[src/rtl/fetch_stage_if.sv]
// Fetch-stage bundle: instruction-memory port, hazard/redirect controls and the IF/ID outputs.
// The master modport is the fetch stage; the slave modport is memory plus decode/hazard logic.
interface fetch_stage_if #(
  parameter int PC_W = 32
);
  logic [PC_W-1:0] imem_addr;
  logic [15:0]     imem_rdata;
  logic            stallD;
  logic            flush;
  logic [PC_W-1:0] redirect_pc;
  logic            de_valid;
  logic [15:0]     de_instr;
  logic [15:0]     de_imm;
  logic [PC_W-1:0] de_pc;
  logic [6:0]      de_opcode;
  logic [2:0]      de_rdst;
  logic [2:0]      de_rsrc1;
  logic [2:0]      de_rsrc2;

  modport master (
    output imem_addr,
    input  imem_rdata,
    input  stallD,
    input  flush,
    input  redirect_pc,
    output de_valid,
    output de_instr,
    output de_imm,
    output de_pc,
    output de_opcode,
    output de_rdst,
    output de_rsrc1,
    output de_rsrc2
  );

  modport slave (
    input  imem_addr,
    output imem_rdata,
    output stallD,
    output flush,
    output redirect_pc,
    input  de_valid,
    input  de_instr,
    input  de_imm,
    input  de_pc,
    input  de_opcode,
    input  de_rdst,
    input  de_rsrc1,
    input  de_rsrc2
  );
endinterface

[src/rtl/fetch_stage.sv]
// Instruction fetch plus IF/ID register; assembles two-word IADD/LDD/STD before decode.
// Optional HLT halting is enabled by defining FETCH_HALT_EN.
module fetch_stage #(
  parameter int              PC_W     = 32,
  parameter logic [PC_W-1:0] RESET_PC = {PC_W{1'b0}}
) (
  input  logic         clk,
  input  logic         rst,
  fetch_stage_if.master bus
);

  localparam logic [1:0] S_OP  = 2'd0;
  localparam logic [1:0] S_IMM = 2'd1;
`ifdef FETCH_HALT_EN
  localparam logic [1:0] S_HALT = 2'd2;
  localparam logic [6:0] OP_HLT = 7'b0000001;
`endif
  localparam logic [PC_W-1:0] PC_ONE = {{(PC_W-1){1'b0}}, 1'b1};

  logic [PC_W-1:0] pc_r;
  logic [1:0]      state_r;
  logic [15:0]     pend_instr_r;
  logic [PC_W-1:0] pend_pc_r;
  logic            de_valid_r;
  logic [15:0]     de_instr_r;
  logic [15:0]     de_imm_r;
  logic [PC_W-1:0] de_pc_r;
  logic [15:0]     word_s;
  logic [PC_W-1:0] pc_next_s;

  function automatic logic need_imm(input logic [6:0] op);
    need_imm = (op == 7'b0101000) || (op[6:3] == 4'b1010) || (op[6:3] == 4'b1011);
  endfunction

  assign word_s    = bus.imem_rdata;
  assign pc_next_s = pc_r + PC_ONE;

  // PC, fetch FSM, pending first word and IF/ID register
  always_ff @(posedge clk or posedge rst) begin
    if (rst) begin
      pc_r         <= RESET_PC;
      state_r      <= S_OP;
      pend_instr_r <= 16'h0000;
      pend_pc_r    <= {PC_W{1'b0}};
      de_valid_r   <= 1'b0;
      de_instr_r   <= 16'h0000;
      de_imm_r     <= 16'h0000;
      de_pc_r      <= {PC_W{1'b0}};
    end else if (bus.flush) begin
      pc_r         <= bus.redirect_pc;
      state_r      <= S_OP;
      pend_instr_r <= 16'h0000;
      pend_pc_r    <= {PC_W{1'b0}};
      de_valid_r   <= 1'b0;
    end else if (bus.stallD) begin
      pc_r <= pc_r;
    end else begin
      case (state_r)
        S_OP: begin
          pc_r <= pc_next_s;
          if (need_imm(word_s[15:9])) begin
            pend_instr_r <= word_s;
            pend_pc_r    <= pc_r;
            de_valid_r   <= 1'b0;
            state_r      <= S_IMM;
          end else begin
            de_instr_r <= word_s;
            de_imm_r   <= 16'h0000;
            de_pc_r    <= pc_r;
            de_valid_r <= 1'b1;
`ifdef FETCH_HALT_EN
            state_r    <= (word_s[15:9] == OP_HLT) ? S_HALT : S_OP;
`else
            state_r    <= S_OP;
`endif
          end
        end
        S_IMM: begin
          de_instr_r <= pend_instr_r;
          de_imm_r   <= word_s;
          de_pc_r    <= pend_pc_r;
          de_valid_r <= 1'b1;
          pc_r       <= pc_next_s;
          state_r    <= S_OP;
        end
`ifdef FETCH_HALT_EN
        S_HALT: begin
          // Parked until a redirect; only flush or rst can leave
          de_valid_r <= 1'b0;
          pc_r       <= pc_r;
        end
`endif
        default: begin
          state_r    <= S_OP;
          de_valid_r <= 1'b0;
        end
      endcase
    end
  end

  assign bus.imem_addr = pc_r;
  assign bus.de_valid  = de_valid_r;
  assign bus.de_instr  = de_instr_r;
  assign bus.de_imm    = de_imm_r;
  assign bus.de_pc     = de_pc_r;
  assign bus.de_opcode = de_instr_r[15:9];
  assign bus.de_rdst   = de_instr_r[8:6];
  assign bus.de_rsrc1  = de_instr_r[5:3];
  assign bus.de_rsrc2  = de_instr_r[2:0];

endmodule
[src/flat_wrapper.sv]
// flat-port wrapper written by rule: the top's interface ports become plain ports
module fetch_stage_flat 
#(
  parameter int              PC_W     = 32,
  parameter logic [PC_W-1:0] RESET_PC = {PC_W{1'b0}}
)
  (clk, rst, bus_imem_addr, bus_imem_rdata, bus_stallD, bus_flush, bus_redirect_pc, bus_de_valid, bus_de_instr, bus_de_imm, bus_de_pc, bus_de_opcode, bus_de_rdst, bus_de_rsrc1, bus_de_rsrc2);
  fetch_stage_if #(.PC_W(PC_W)) bus_i ();
  input  logic clk;
  input  logic rst;
  output wire logic [$bits(bus_i.imem_addr)-1:0] bus_imem_addr;
  input wire logic [$bits(bus_i.imem_rdata)-1:0] bus_imem_rdata;
  input wire logic [$bits(bus_i.stallD)-1:0] bus_stallD;
  input wire logic [$bits(bus_i.flush)-1:0] bus_flush;
  input wire logic [$bits(bus_i.redirect_pc)-1:0] bus_redirect_pc;
  output wire logic [$bits(bus_i.de_valid)-1:0] bus_de_valid;
  output wire logic [$bits(bus_i.de_instr)-1:0] bus_de_instr;
  output wire logic [$bits(bus_i.de_imm)-1:0] bus_de_imm;
  output wire logic [$bits(bus_i.de_pc)-1:0] bus_de_pc;
  output wire logic [$bits(bus_i.de_opcode)-1:0] bus_de_opcode;
  output wire logic [$bits(bus_i.de_rdst)-1:0] bus_de_rdst;
  output wire logic [$bits(bus_i.de_rsrc1)-1:0] bus_de_rsrc1;
  output wire logic [$bits(bus_i.de_rsrc2)-1:0] bus_de_rsrc2;
  assign bus_imem_addr = bus_i.imem_addr;
  assign bus_i.imem_rdata = bus_imem_rdata;
  assign bus_i.stallD = bus_stallD;
  assign bus_i.flush = bus_flush;
  assign bus_i.redirect_pc = bus_redirect_pc;
  assign bus_de_valid = bus_i.de_valid;
  assign bus_de_instr = bus_i.de_instr;
  assign bus_de_imm = bus_i.de_imm;
  assign bus_de_pc = bus_i.de_pc;
  assign bus_de_opcode = bus_i.de_opcode;
  assign bus_de_rdst = bus_i.de_rdst;
  assign bus_de_rsrc1 = bus_i.de_rsrc1;
  assign bus_de_rsrc2 = bus_i.de_rsrc2;
  fetch_stage #(.PC_W(PC_W), .RESET_PC(RESET_PC)) u_core (.clk(clk), .rst(rst), .bus(bus_i));
endmodule
[config.mk]
export PLATFORM = sky130hd
export DESIGN_NAME = fetch_stage_flat
export DESIGN_NICKNAME = d
export VERILOG_FILES = /design/src/rtl/fetch_stage_if.sv /design/src/rtl/fetch_stage.sv /design/src/flat_wrapper.sv
export SDC_FILE = /design/constraint.sdc
export NUM_CORES = 1
export LEC_CHECK = 0
export CAP_MARGIN = 20
export CORE_AREA = 3 3 105 157
export CTS_CLUSTER_SIZE = 24
export DETAILED_ROUTE_END_ITERATION = 6
export DIE_AREA = 0 0 108 160
export PLACE_DENSITY = 0.7
export SETUP_SLACK_MARGIN = 0.02
export SYNTH_ARGS = -nofsm -noshare
export SYNTH_HDL_FRONTEND = slang
export SYNTH_SLANG_ARGS = --single-unit
[constraint.sdc]
create_clock -name clk -period 7.9 [get_ports clk]
set_clock_uncertainty 0.05 [all_clocks]
set_input_delay 1.58 -clock clk [delete_from_list [all_inputs] [get_ports clk]]
set_output_delay 1.58 -clock clk [all_outputs]
set_load 0.03 [all_outputs]
## After elaboration in Yosys (flattened, before gate mapping)

Index checks and enable logic that the tools add are counted.

- $add $sub $neg: 1
- Equality and inequality tests: 6
- Muxes and demuxes: 25
- Bitwise operators: 2
- Reductions and logical operators: 11

Operators by type and width:

| cell | count |
|---|---|
| 2-to-1 mux 32 bit | 8 |
| 2-to-1 mux 16 bit | 6 |
| case mux 16 bit (2 select lines) | 2 |
| case mux 32 bit (2 select lines) | 1 |
| adder 32 x 1 -> 32 bit, second input constant | 1 |
| == test 4 bit, second input constant | 2 |
| nonzero test 2 bit | 4 |
| == test 7 x 6 -> 1 bit, second input constant | 1 |
| 2-to-1 mux 1 bit | 5 |
| 2-to-1 mux 2 bit | 2 |
| AND reduction 4 bit | 1 |
| AND reduction 3 bit | 1 |
| == test 2 x 1 -> 1 bit, second input constant | 1 |
| zero test 2 bit | 1 |
| logical OR 1 bit | 2 |
| != test 2 x 1 -> 1 bit, second input constant | 1 |
| != test 2 bit, second input constant | 1 |
| inverter 1 bit | 2 |
| case mux 1 bit (2 select lines) | 1 |
| AND reduction 2 bit | 1 |
| OR reduction 2 bit | 1 |

- Flip-flop bits (word level): 147
- Input bits: 52
- Output and inout port bits: 113
- Word-level logic and storage cells: 53

## Depth between registers and ports, before layout

Gate-level depths: netlist (run 1).

- Depth in word-level cells: 7
- Depth in mapped cells: 8
- Depth with buffers taken out: 5

## Worst setup path before layout (run 1)

OpenSTA, ideal clock, no wires.

- Path kind: input -> register
- Start: input bus_stallD
- End: register u_core.pc_r[20], in the netlist u_core.bus.imem_addr[20]
- Library setup time: 0.082 ns
- Arrival: 3.201 ns
- Required time: 7.768 ns
- Slack: 4.567 ns
- Stages: 6
- Buffers on the path: 2
- Path through: buf_4 -> nand4b_4 -> or4_1 -> buf_2 -> or4_1 -> a31oi_1

- Longest elaborated chain between the ends: 2

RTL lines:

| element | RTL line | RTL |
|---|---|---|
| start: declaration | flat_wrapper.sv:13 | `input wire logic [$bits(bus_i.stallD)-1:0] bus_stallD;` |
| != test 2 x 1 -> 1 bit (no line) | - |  |
| AND reduction 2 bit (no line) | - |  |
| end signal: assignment | fetch_stage.sv:50 | `pc_r <= bus.redirect_pc;` |
| end signal: assignment | fetch_stage.sv:56 | `pc_r <= pc_r;` |
| end signal: assignment | fetch_stage.sv:60 | `pc_r <= pc_next_s;` |
| end: declaration | fetch_stage.sv:20 | `logic [PC_W-1:0] pc_r;` |

No other way between the ends.
A chain may end at the register's enable or synchronous reset.

## Worst setup path in the final report (run 1)

- Start: input bus_flush
- End: register u_core.de_pc_r[21], in the netlist u_core.bus.de_pc[21]

- Longest elaborated chain between the ends: 2

RTL lines:

| element | RTL line | RTL |
|---|---|---|
| start: declaration | flat_wrapper.sv:14 | `input wire logic [$bits(bus_i.flush)-1:0] bus_flush;` |
| inverter 1 bit (no line) | - |  |
| AND reduction 4 bit (no line) | - |  |
| end signal: assignment | fetch_stage.sv:48 | `de_pc_r <= {PC_W{1'b0}};` |
| end signal: assignment | fetch_stage.sv:69 | `de_pc_r <= pc_r;` |
| end signal: assignment | fetch_stage.sv:81 | `de_pc_r <= pend_pc_r;` |
| end: declaration | fetch_stage.sv:27 | `logic [PC_W-1:0] de_pc_r;` |

No other way between the ends.

==> flow_results.org, run 1 <==
** Floorplan
- The core region is 15200 µm².
- From left edge to right edge, the die measures 108 µm.
- 165 I/O pins were placed.
- Die outline area :: 17300 µm²
- The floorplan has 55 rows.
- The initial utilization of the core area, before any placement, comes to 44.9%.
- Vertical die dimension :: 160 µm

** Clocking
- Once the clock tree was built, the resizer swapped 0 gates to a different size.
- Clock transition at the register clock pins on the worst setup and hold paths after CTS :: 60 ps
- Clock tree from TritonCTS :: built
- TritonCTS created 17 clock buffers.
- CTS HTree Levels :: 4
- Root Driver :: sky130_fd_sc_hd__clkbuf_16
- Counting along the longest clock path gives a buffer depth of 2.
- In this run, post-CTS hold repair placed 0 buffers.
- Post-CTS Repair Setup Buffers :: 0
- Counting every sink on the clock net gives 146.
- Clock latency on the worst-skew pair :: 420 ps

** Route
- Dividing the detail-routed wire length by the instance count gives 18.7 µm.
- In this run, the number of DRC markers left after iteration 0 of detailed routing was 196.
- The count of nets left with antenna violations once routing finished came out at 0.
- Number of vias after detailed routing :: 5196
- Via density per instance :: 5.58
- Summed over all layers, the routed wires come to 17.4 mm.
- Post-route DRC :: 0
- The pre-antenna-repair detailed-routing pass consisted of 4 iterations.

** Layout
- Number of nets in the layout :: 772
- Post-route non-filler standard cell count :: 931
- Syn-to-layout area delta :: 33.4%
- The repair_antennas step left the layout with diodes totalling 0.
- Layout cells sized above 1 :: 19.4%
- Total non-filler cell area in the finished layout :: 9100 µm²

** Synthesis
- After synthesis, the share of flip-flops with an asynchronous set or reset is 100%.
- sky130_fd_sc_hd__dfrtp_1 takes more of the synthesized area than any other cell.
- Combined area of all synthesized cells :: 6820 µm²
- In the post-synthesis netlist, the cell with the most instances is sky130_fd_sc_hd__dfrtp_1.
- The synthesized design devotes to its leading area cell type 53.6% of total area.
- The Yosys step of the flow raised 0 warnings.
- Synthesized area divided by synthesized cell count :: 11.6 µm²
- Ranked by total cell area, the synthesized netlist is headed by sky130_fd_sc_hd__dfrtp_1 54%, sky130_fd_sc_hd__mux2_2 15%, sky130_fd_sc_hd__a22o_1 6.2%.
- In the synthesized netlist, the number of instances is 588.
- The commonest cells after synthesis are 146 x sky130_fd_sc_hd__dfrtp_1, 93 x sky130_fd_sc_hd__mux2_2, 48 x sky130_fd_sc_hd__a22o_1.
- Cell variety after synth :: 43
- For this run, the leading register cell type out of synthesis is sky130_fd_sc_hd__dfrtp_1.
- The synthesized design contains 146 register bits.
- Counting flops with a built-in enable in the synthesized netlist gives 0.
- Counting every net in the synthesized netlist gives 641.
- Sequential share of the synthesized area :: 53.6%

** Setup path
- At the worst endpoint, the arrival time is 4750 ps.
- The signal on the critical path passes through clkdlybuf4s50_1 > buf_4 > nor2_1 > a21boi_4 > buf_4 > mux2_2.
- Capturing element type of the critical path :: flip-flop
- Cell at the slowest stage of the critical path :: sky130_fd_sc_hd__a21boi_4
- The largest single stage delay on the critical path is 860 ps.
- Data required time at the worst endpoint :: 8150 ps
- On the critical path the largest part of the delay comes from buffers and inverters.
- Type of origin of the critical path :: primary input
- The critical path is of the primary input to flip-flop type.
- In this design, the critical path's most frequently occurring cell is sky130_fd_sc_hd__buf_4.
- Crit path buf inv count :: 3
- Crit path max fanout :: 39

** Timing
- Min setup slack post-route :: 3400 ps
- Static timing analysis puts the maximum clock frequency at 222 MHz.
- In the final timing run, aggregate negative setup slack is 0 ps.
- Unrepaired setup endpoints after global routing :: false
- Setup violations remaining at the end of the flow were counted as 0.
- Max transition margin :: 27.3%
- Dividing the final minimum period by the clock period gives 57.0%.
- Final min period :: 4500 ps
- Hold Violations, Final :: 0
- Final Max Slew Viols :: 0
- Slew at the pin with the worst max-slew slack :: 1090 ps

** Global routing
- The number of global-route vias before repair came to 5344.
- The first global-routing pass estimated 28.4 mm of wire.
- Global-route usage over all layers :: 20.8%
- Number of antenna violations at the first check in global routing :: 0
- Global routing finished with a remaining overflow of 0.
- Entering global routing, the biggest net connects 80 pins.

** Power and ir drop
- Pwr per Cell Area :: 249 nW/µm²
- Worst voltage drop across the vdd grid :: 0.000146 V
- Cell leakage power :: 3.74 nW

** Run
- Max_cap viols :: 0

** Status
- The flow ran to the end, and the final reports show no timing, DRC or antenna violations.

** Placement
- Routability Congestion :: 0.795
- In this run, placement finished with an instance count of 899.
- Summing all placed instances gives a cell area of 8490 µm².
- Count of buffers from port buffering :: 164
- Placement Setup Slack :: 2900 ps
- Detailed placement HPWL :: 11.8 mm

** Min path
- Path category of the worst min-delay check :: flip-flop to flip-flop
metrics by stage:
step	hold WS [ps]	utilization (%)	total power, mW
2_1_floorplan	417	-	1.22
3_3_place_gp	412	55.8	1.45
3_5_place_dp	430	55.8	1.46
4_1_cts	443	59.8	2.29
5_1_grt	460	59.8	2.36
6_report	434	59.8	2.27
final timing paths:
| check | cells past startpoint | slack [ps] | startpoint | endpoint |
|---|---|---|---|---|
| setup reg to reg | 5 | 5340 | u_core.bus.imem_addr[0] | u_core.bus.imem_addr[20] |
| hold / removal | 1 | 430 | u_core.bus.de_valid | u_core.bus.de_valid |
| min in group asynchronous | 2 | 1550 | rst | u_core.bus.de_instr[10] |
| hold reg to reg | 1 | 430 | u_core.bus.de_valid | u_core.bus.de_valid |
| setup / recovery | 6 | 3400 | bus_flush | u_core.bus.de_pc[21] |
| max in group asynchronous | 3 | 4830 | rst | u_core.bus.de_pc[4] |
cell families after synthesis:
family / count (synthesis) / share of synthesized area [%]
AOI/OAI and AO/OA: 111 / 11.9
xor gates and xnor gates: 12 / 1.54
adders and majority gates: 1 / 0.183
buffers and inverters: 81 / 5.59
DFF: 146 / 53.6
muxes: 101 / 16.5
and+or+nand+nor: 136 / 10.7
per-layer routing:
layer  GRT usage [%]  vias up  wire length, µm
li1                -     2390                -
met1            25.3     2599             6890
met2            35.0      176             9090
met3            4.57       31              953
met4            9.53        0              484
met5               0        -                0
final cells by class:
class | count | area, µm²
fill | 1231 | 6110
sequential | 146 | 3650
multi-input combinational | 361 | 2810
timing repair buffer | 169 | 1680
clock buffer | 18 | 429
tap | 199 | 249
clock inverter | 14 | 176
inverter | 24 | 95.1
power breakdown:
| part | total [mW] | internal [mW] | switching (mW) |
|---|---|---|---|
| clock network | 0.828 | 0.502 | 0.326 |
| registers | 0.898 | 0.823 | 0.0758 |
| logic | 0.539 | 0.245 | 0.294 |
state kept, by name, summed over array words and instances, names as in the netlist:
name,flops
u_core.pend_instr_r,16
u_core.bus.de_valid,1
u_core.bus.de_pc,32
u_core.bus.de_imm,16
u_core.state_r,1
u_core.bus.de_instr,16
u_core.pend_pc_r,32
u_core.bus.imem_addr,32
cells in the final DEF (no fill, tap or decap), types with 2 or more instances in the layout:
cell                                n
sky130_fd_sc_hd__and3_2             2
sky130_fd_sc_hd__nand3_1           26
sky130_fd_sc_hd__nand4bb_1          2
sky130_fd_sc_hd__buf_4              5
sky130_fd_sc_hd__clkdlybuf4s50_1  164
sky130_fd_sc_hd__a22o_1            48
sky130_fd_sc_hd__clkinv_4           2
sky130_fd_sc_hd__o211ai_1           3
sky130_fd_sc_hd__a31oi_1           14
sky130_fd_sc_hd__and4_1             2
sky130_fd_sc_hd__or2_2              3
sky130_fd_sc_hd__clkinv_2           3
sky130_fd_sc_hd__a21o_1             2
sky130_fd_sc_hd__and3_1             3
sky130_fd_sc_hd__xor2_1             3
sky130_fd_sc_hd__mux2i_1            8
sky130_fd_sc_hd__nand2_1           40
sky130_fd_sc_hd__dfrtp_1          145
sky130_fd_sc_hd__nor3_1             3
sky130_fd_sc_hd__inv_1             23
sky130_fd_sc_hd__mux2_2            93
sky130_fd_sc_hd__nor2_1            22
sky130_fd_sc_hd__bufinv_16          3
sky130_fd_sc_hd__or4_1             12
sky130_fd_sc_hd__xnor2_1            9
sky130_fd_sc_hd__o41ai_1            3
sky130_fd_sc_hd__nand4_1            7
sky130_fd_sc_hd__o31ai_1            8
sky130_fd_sc_hd__or3_1              4
sky130_fd_sc_hd__o21ai_0           28
sky130_fd_sc_hd__nor4_1             3
sky130_fd_sc_hd__clkbuf_16         17
sky130_fd_sc_hd__inv_6              5
(Power assumes the default switching activity.)
==> run 2, diff against run 1 <==
==> constraint.sdc (replaced) <==
create_clock -name clk -period 4.66 [get_ports clk]
set_clock_uncertainty 0.05 [all_clocks]
set_input_delay 0.932 -clock clk [delete_from_list [all_inputs] [get_ports clk]]
set_output_delay 0.932 -clock clk [all_outputs]
set_load 0.03 [all_outputs]
==> run 2 against run 1 <==
Net effect: design area about the same; register-to-register slack got worse by 3200 ps; setup slack got worse by 2000 ps; sequential power increased by 69%; critical path depth unchanged; combinational power increased by 71%; power increased by 66%; global-route usage increased by 0.16 points; core utilization about the same; critical path type unchanged; largest power group unchanged; highest routed layer unchanged.
==> flow_results.org, run 2 (synthesis results as in run 1) <==
** Status
- Run status :: finished clean (unchanged)

** Layout
- The post-route standard cell area excluding fillers was 9100 µm² (about the same).
- Layout cells sized above 1 :: 19.9% (was 19.4%)
- Number of nets in the layout :: 775 (was 772)
- Most frequent cells in the layout :: 164 x sky130_fd_sc_hd__clkdlybuf4s50_1, 145 x sky130_fd_sc_hd__dfrtp_1, 93 x sky130_fd_sc_hd__mux2_2, 48 x sky130_fd_sc_hd__a22o_1, 40 x sky130_fd_sc_hd__nand2_1 (unchanged)
- The most frequent standard cell in the layout excluding fill and tap cells is sky130_fd_sc_hd__clkdlybuf4s50_1 (unchanged).
- The final core area utilization was 59.8% (about the same).
- Syn-to-layout area delta :: 33.4% (about the same)
- Number of diodes added for antenna fixing :: 0 (unchanged)

** Placement
- The placed wire-length estimate after detailed placement came to 12.2 mm (was 11.8 mm).
- Post-detailed-placement cell area :: 8530 µm² (was 8490 µm²)
- Count of buffers from port buffering :: 164 (unchanged)
- Routability Congestion :: 0.815 (was 0.795)

** Setup path
- Critical path's most frequent cell :: sky130_fd_sc_hd__buf_4 (unchanged)
- Cell at the slowest stage of the critical path :: sky130_fd_sc_hd__buf_4 (was sky130_fd_sc_hd__a21boi_4)
- FF-to-FF setup slack :: 2160 ps (was 5340 ps)
- Data required time at the worst endpoint :: 4900 ps (was 8150 ps)
- Type of origin of the critical path :: primary input (unchanged)
- Capturing element type of the critical path :: flip-flop (unchanged)
- Largest stage delay, worst path :: 650 ps (was 860 ps)
- The startpoint-to-endpoint class of the critical path is primary input to flip-flop (unchanged).
- The dominant delay contributor by cell family on the critical path is buffers and inverters (unchanged).
- Data arrival time of the worst path :: 3480 ps (was 4750 ps)
- Crit path max fanout :: 53 (was 39)
- Critical Path, Cell by Cell: clkdlybuf4s50_1 > nor2_1 > buf_4 > a21boi_4 > buf_4 > mux2_2 (was clkdlybuf4s50_1 > buf_4 > nor2_1 > a21boi_4 > buf_4 > mux2_2).
- Crit path buf inv count :: 3 (unchanged)

** Power and ir drop
- The switching power share of the total was 31.8% (was 30.7%).
- Pwr per Cell Area :: 413 nW/µm² (was 249 nW/µm²)
- Tot Pwr :: 3.76 mW (was 2.27 mW)
- NetSw :: 1.19 mW (was 0.696 mW)
- Proportion of power drawn by flip-flops and latches :: 40.4% (was 39.7%)
- The leakage power of the design is 3.74 nW (about the same).
- The part of the total power dissipated in combinational logic came to 24.5% (was 23.8%).
- Worst voltage drop across the vdd grid :: 0.000221 V (was 0.000146 V)
- Clock share of power :: 35.1% (was 36.6%)
- The internal portion of total power came to 2.56 mW (was 1.57 mW).

** Timing
- Unrepaired setup endpoints after global routing: false (unchanged).
- The total negative slack is 0 ps (unchanged).
- Timing would allow up to 308 MHz.
- The final number of max-transition violations is 0 (unchanged).
- The worst hold slack is 436 ps (was 434 ps).
- Final count of negative-setup-slack endpoints :: 0 (unchanged)
- Final min period :: 3240 ps
- The number of endpoints with negative hold slack in the final report is 0 (unchanged).
- After layout, the worst path uses 69.6% of the clock period.
- The slew of the pin with the lowest slew margin came to 967 ps (was 1090 ps).
- Max transition margin :: 35.5% (was 27.3%)

** Clocking
- The clock latency at the later pin of the worst-skew pair was 410 ps (was 420 ps).
- The number of gates resized after cts came to 0 (unchanged).
- Post-CTS Hold Buffers :: 0 (unchanged)
- Clock Path Buffers :: 2 (unchanged)
- Clock tree from TritonCTS :: built (unchanged)
- The number of buffers added for setup after CTS was 0 (unchanged).
- Total CTS buffers :: 17 (unchanged)
- The total number of H-tree levels was 4 (unchanged).
- Clock sink count :: 146 (unchanged)
- The clock transition at the registers of the reported paths is 60 ps (about the same).
- The cell chosen for the clock root was sky130_fd_sc_hd__clkbuf_16 (unchanged).

** Floorplan
- The I/O pin count came to 165 (unchanged).
- The initial core utilization is 44.9% (unchanged).
- Width of the die :: 108 µm (unchanged)
- Area of the placeable core :: 15200 µm² (unchanged)
- The die span in y came to 160 µm (unchanged).
- The number of standard-cell rows in the floorplan was 55 (unchanged).
- Die outline area :: 17300 µm² (unchanged)

** Route
- Via density per instance :: 5.64 (was 5.58)
- Number of nets with antenna violations after routing :: 0 (unchanged)
- Post-route DRC :: 0 (unchanged)
- Average routed wire per standard cell :: 19.1 µm (was 18.7 µm)
- The number of detailed-route iterations in the first pass was 4 (unchanged).
- Routed wire length :: 17.8 mm (was 17.4 mm)
- DRC violation total after the first TritonRoute iteration :: 266 (was 196)
- The vias after detailed routing is 5272 (was 5196).

** Global routing
- The total routing usage reported by global routing is 21.0% (was 20.8%).
- The wire length of the first global-routing pass is 28.7 mm (was 28.4 mm).
- The sum of overflow across all layers after global routing was 0 (unchanged).
- The maximum number of pins on one net before global-route repair was 99 (was 80).
- Number of global-route vias before repair :: 5419 (was 5344)
- The number of antenna violations at the first check in global routing came to 0 (unchanged).

** Min path
- Path category of the worst min-delay check :: flip-flop to flip-flop (unchanged)

** Run
- The reported max-cap violation count was 0 (unchanged).
==> run 2: cell types whose count changed in the layout (fill, tap and decap cells not counted), sizes merged <==
| cell | delta |
|---|---|
| clkinvlp | +4 |
| buf | +3 |
| bufinv | -2 |
| clkinv | -2 |
| clkbuf | -1 |
| inv | +1 |
==> run 2: worst paths after layout <==
kind / from / to / cells past startpoint
worst min-delay path: u_core.bus.de_valid / u_core.bus.de_valid / 1
worst min register to register: u_core.bus.de_valid / u_core.bus.de_valid / 1
min in group asynchronous: rst / u_core.bus.de_pc[28] / 2
worst max-delay path: bus_stallD / u_core.bus.de_pc[29] / 6
max in group asynchronous: rst / u_core.bus.de_pc[7] / 3
worst max register to register: u_core.bus.imem_addr[0] / u_core.bus.imem_addr[20] / 5
==> run 2: power by group through the flow <==
stage	clock (mW)	sequential (mW)	combinational, mW
2_1_floorplan	0	1.74	0.330
6_report	1.32	1.52	0.920
4_1_cts	1.34	1.52	0.932
5_1_grt	1.41	1.54	0.971
3_3_place_gp	0	1.53	0.916
3_5_place_dp	0	1.54	0.928
==> run 2: area by class of cell <==
cell class | instances | area, µm²
repair buffers | 172 | 1710
clock buffers | 17 | 425
inverters | 24 | 93.8
flip-flops and latches | 146 | 3650
fillers | 1256 | 6110
multi-input cells | 361 | 2810
well taps | 199 | 249
clock inverters | 15 | 148
==> run 2: stage by stage <==
| step | std cells | setup slack, ps |
|---|---|---|
| 6_report | 934 | 1420 |
| 5_1_grt | 934 | 1280 |
| 4_1_cts | 934 | 1380 |
| 3_5_place_dp | 902 | 948 |
| 3_3_place_gp | 902 | 1010 |
| 2_1_floorplan | 588 | 1840 |
==> run 2: per-layer routing <==
layer | vias up | global-route usage, % | routed length [µm]
li1 | 2400 | - | -
met3 | 30 | 4.29 | 739
met2 | 164 | 35.8 | 9440
met5 | - | 0 | 0
met1 | 2678 | 25.8 | 7160
met4 | 0 | 8.33 | 486
==> run 2: worst register-to-register path, delay by kind of cell (launching register included) <==
kind | cells | cell delay (ps)
and+or+nand+nor | 3 | 1430
adders and majority gates | 1 | 250
DFF | 1 | 500
AOI/OAI and AO/OA | 1 | 190
==> run 3, diff against run 2 <==
==> constraint.sdc (replaced) <==
create_clock -name clk -period 3 [get_ports clk]
set_clock_uncertainty 0.05 [all_clocks]
set_input_delay 0.6 -clock clk [delete_from_list [all_inputs] [get_ports clk]]
set_output_delay 0.6 -clock clk [all_outputs]
set_load 0.03 [all_outputs]
==> run 3 against run 2 <==
Net effect: clock power rose by 65%; register-to-register slack lost 1700 ps; routed wire length increased by 1.5%; sequential share of layout area is 0.85 points lower; setup slack worse by 920 ps; cell count up 1.3%; global-route usage is 0.66 points higher; non-clock buffer count up 13; flip-flop and latch count stayed put; sequential power is 55% higher; critical path type is now flip-flop to flip-flop; die area unchanged.
==> flow_results.org, run 3 (synthesis results as in run 1) <==
** Global routing
- Number of global-route vias before repair :: 5509 (was 5419)
- The number of antenna violations at the first check in global routing was 0 (unchanged).
- The maximum number of pins on one net before global-route repair was 47 (was 99).
- The total routing usage reported by global routing came to 21.6% (was 21.0%).
- Wire length of the first global-routing pass :: 29.7 mm (was 28.7 mm)
- The sum of overflow across all layers after global routing was 0 (unchanged).

** Clocking
- The number of buffers added for setup after CTS is 0 (unchanged).
- Clock sink count :: 146 (unchanged)
- CTS HTree Levels :: 4 (unchanged)
- Root Driver :: sky130_fd_sc_hd__clkbuf_16 (unchanged)
- The clock latency at the later pin of the worst-skew pair came to 410 ps (about the same).
- The number of buffers inserted during clock tree synthesis was 17 (unchanged).
- The number of gates resized after cts was 0 (unchanged).
- The maximum number of buffers from clock root to sink is 2 (unchanged).
- The quantity of hold-fixing buffers added after cts was 0 (unchanged).
- The clock transition at the registers of the reported paths was 60 ps (about the same).
- Clock tree from TritonCTS :: built (unchanged)

** Setup path
- Worst setup path endpoint :: u_core.bus.imem_addr[20] (was u_core.bus.de_pc[29])
- The dominant delay contributor by cell family on the critical path was simple AND/OR/NAND/NOR gates (was buffers and inverters).
- Worst flop-to-flop path startpoint :: u_core.bus.imem_addr[0] (unchanged)
- Critical Path, Cell by Cell: ha_1 > nand3_1 > or4_1 > or4_1 > a31oi_1 (was clkdlybuf4s50_1 > nor2_1 > buf_4 > a21boi_4 > buf_4 > mux2_2).
- Capturing element type of the critical path :: flip-flop (unchanged)
- Reg-to-Reg End :: u_core.bus.imem_addr[20] (unchanged)
- Crit path buf inv count :: 0 (was 3)
- FF-to-FF setup slack :: 500 ps (was 2160 ps)
- Number of cells on the worst reg-to-reg path :: 5 (unchanged)
- The top fanout value on the critical path was 9 (was 53).
- The startpoint-to-endpoint class of the critical path is flip-flop to flip-flop (was primary input to flip-flop).
- Critical path's most frequent cell :: sky130_fd_sc_hd__or4_1 (was sky130_fd_sc_hd__buf_4)
- The critical path launch point type is a flip-flop (was primary input).
- The worst path required time was 3270 ps (was 4900 ps).
- The slowest library cell on the worst path is sky130_fd_sc_hd__or4_1 (was sky130_fd_sc_hd__buf_4).
- Worst setup startpoint :: u_core.bus.imem_addr[0] (was bus_stallD)
- The largest stage delay on the critical path was 710 ps (was 650 ps).
- The cell depth of the worst setup path was 5 (was 6).
- The arrival time reported for the critical path endpoint is 2770 ps (was 3480 ps).

** Timing
- For this run, the top clock speed supported by timing is 400 MHz.
- Final period utilization :: 83.3%
- Final min period :: 2500 ps
- Final count of negative-setup-slack endpoints :: 0 (unchanged)
- The final number of max-transition violations is 0 (unchanged).
- Sum Neg Setup Slack :: 0 ps (unchanged)
- Slew at the pin with the worst max-slew slack :: 708 ps (was 967 ps)
- The number of endpoints with negative hold slack in the final report came to 0 (unchanged).
- Max transition margin :: 52.4% (was 35.5%)
- Unrepaired setup endpoints after global routing: false (unchanged).

** Floorplan
- Number of primary I/O pins :: 165 (unchanged)
- Die outline area :: 17300 µm² (unchanged)
- The number of standard-cell rows in the floorplan was 55 (unchanged).
- The total core area is 15200 µm² (unchanged).
- The die span in y came to 160 µm (unchanged).
- Width of the die :: 108 µm (unchanged)
- Initial core utilization :: 44.9% (unchanged)

** Placement
- The post-placement cell count is 915 (was 902).
- Post-detailed-placement cell area :: 8690 µm² (was 8530 µm²)
- Detailed placement HPWL :: 12.7 mm (was 12.2 mm)
- The count of buffers from port buffering is 164 (unchanged).
- Routability Congestion :: 0.827 (was 0.815)

** Power and ir drop
- Worst voltage drop across the vdd grid :: 0.000375 V (was 0.000221 V)
- The leakage power of the design is 3.84 nW (was 3.74 nW).
- Pwr per Cell Area :: 644 nW/µm² (was 413 nW/µm²)

** Layout
- Most frequent cells in the layout :: 164 x sky130_fd_sc_hd__clkdlybuf4s50_1, 145 x sky130_fd_sc_hd__dfrtp_1, 93 x sky130_fd_sc_hd__mux2_2, 48 x sky130_fd_sc_hd__a22o_1, 40 x sky130_fd_sc_hd__nand2_1 (unchanged)
- The post-layout net count was 788 (was 775).
- The layout-stage area growth over the synthesis result was 36.3% (was 33.4%).
- Multi-input gate area :: 2810 µm² (unchanged)
- Post-route non-filler standard cell count :: 946 (was 934)
- Number of diodes added for antenna fixing :: 0 (unchanged)
- Most common library cell in the layout ignoring fill and taps :: sky130_fd_sc_hd__clkdlybuf4s50_1 (unchanged)
- The fraction of layout cells with a size suffix above 1 came to 21.0% (was 19.9%).
- The post-route standard cell area excluding fillers is 9300 µm² (was 9100 µm²).
- Storage cell area :: 3650 µm² (unchanged)
- The final core area utilization is 61.1% (was 59.8%).
- Number of filler cells placed in the layout :: 1240 (was 1256)

** Route
- The final routed wirelength across all metal layers came to 18.1 mm (was 17.8 mm).
- The remaining antenna violation count was 0 (unchanged).
- Number of iterations in the first detailed-routing pass :: 6 (was 4)
- DRC violation total after the first TritonRoute iteration :: 290 (was 266)
- Average routed wire per standard cell :: 19.1 µm (about the same)
- The per-cell via count in the routed design is 5.59 (was 5.64).
- Number of vias after detailed routing :: 5292 (was 5272)
- The total DRC errors in the routed layout is 0 (unchanged).

** Min path
- The worst min-delay path startpoint is u_core.bus.de_valid (unchanged).
- Path category of the worst min-delay check :: flip-flop to flip-flop (unchanged)

** Status
- Run status: finished clean (unchanged).

** Run
- Max_cap viols :: 0 (unchanged)
==> run 3: cell types whose count changed in the layout (fill, tap and decap cells not counted) <==
cell	previous run	this run
sky130_fd_sc_hd__buf_4	7	15
sky130_fd_sc_hd__buf_12	1	6
sky130_fd_sc_hd__inv_8	3	0
sky130_fd_sc_hd__bufinv_16	1	3
sky130_fd_sc_hd__clkbuf_8	0	2
sky130_fd_sc_hd__clkinv_4	1	3
sky130_fd_sc_hd__clkinvlp_4	5	3
sky130_fd_sc_hd__inv_6	4	2
sky130_fd_sc_hd__clkbuf_1	0	1
sky130_fd_sc_hd__clkinv_2	2	1
==> run 3: how the worst min path moves through the flow <==
stage / endpoint / slack (ps) / cells past startpoint
2_1_floorplan: u_core.pend_instr_r[0] / 420 / 1
3_3_place_gp: u_core.bus.de_valid / 420 / 1
3_5_place_dp: u_core.pend_pc_r[8] / 430 / 1
4_1_cts: u_core.bus.de_valid / 450 / 1
5_1_grt: u_core.pend_instr_r[7] / 460 / 1
6_report: u_core.bus.de_valid / 440 / 1
==> run 3: layer usage <==
metal	GRT usage (%)	part of all wire (%)	up-vias
met3	3.36	4.7	19
li1	-	-	2416
met1	27.1	40	2670
met2	37.9	53	187
met5	0	0	-
met4	6.84	1.6	0
==> run 3: report_power, final <==
| part | switching, mW | total [mW] | leakage [nW] | internal (mW) |
|---|---|---|---|---|
| logic | 0.786 | 1.45 | 1.69 | 0.665 |
| clock network | 0.825 | 2.18 | 0.293 | 1.36 |
| registers | 0.192 | 2.36 | 1.86 | 2.17 |
==> run 3: final cells by class <==
type	count	share of cell area, %
Tap cell	199	2.68
Clock buffer	20	4.91
Sequential cell	146	39.3
Multi-Input combinational cell	361	30.3
Inverter	24	1.01
Timing Repair Buffer	185	20.2
Clock inverter	11	1.66
==> run 3: through the flow <==
| stage | setup slack (ps) | total power [mW] | hold slack (ps) |
|---|---|---|---|
| after floorplan | 517 | 3.22 | 417 |
| after global placement | 228 | 3.83 | 423 |
| after detailed placement | 223 | 3.86 | 435 |
| after CTS | 508 | 6.04 | 448 |
| after global routing | 376 | 6.23 | 460 |
| final | 501 | 5.99 | 441 |
==> run 3: worst register-to-register path: cells and delay by family, from the launching register on <==
| kind | cells | cell delay (ps) |
|---|---|---|
| AOI/OAI and AO/OA | 1 | 190 |
| adders and majority gates | 1 | 250 |
| DFF | 1 | 500 |
| and+or+nand+nor | 3 | 1430 |
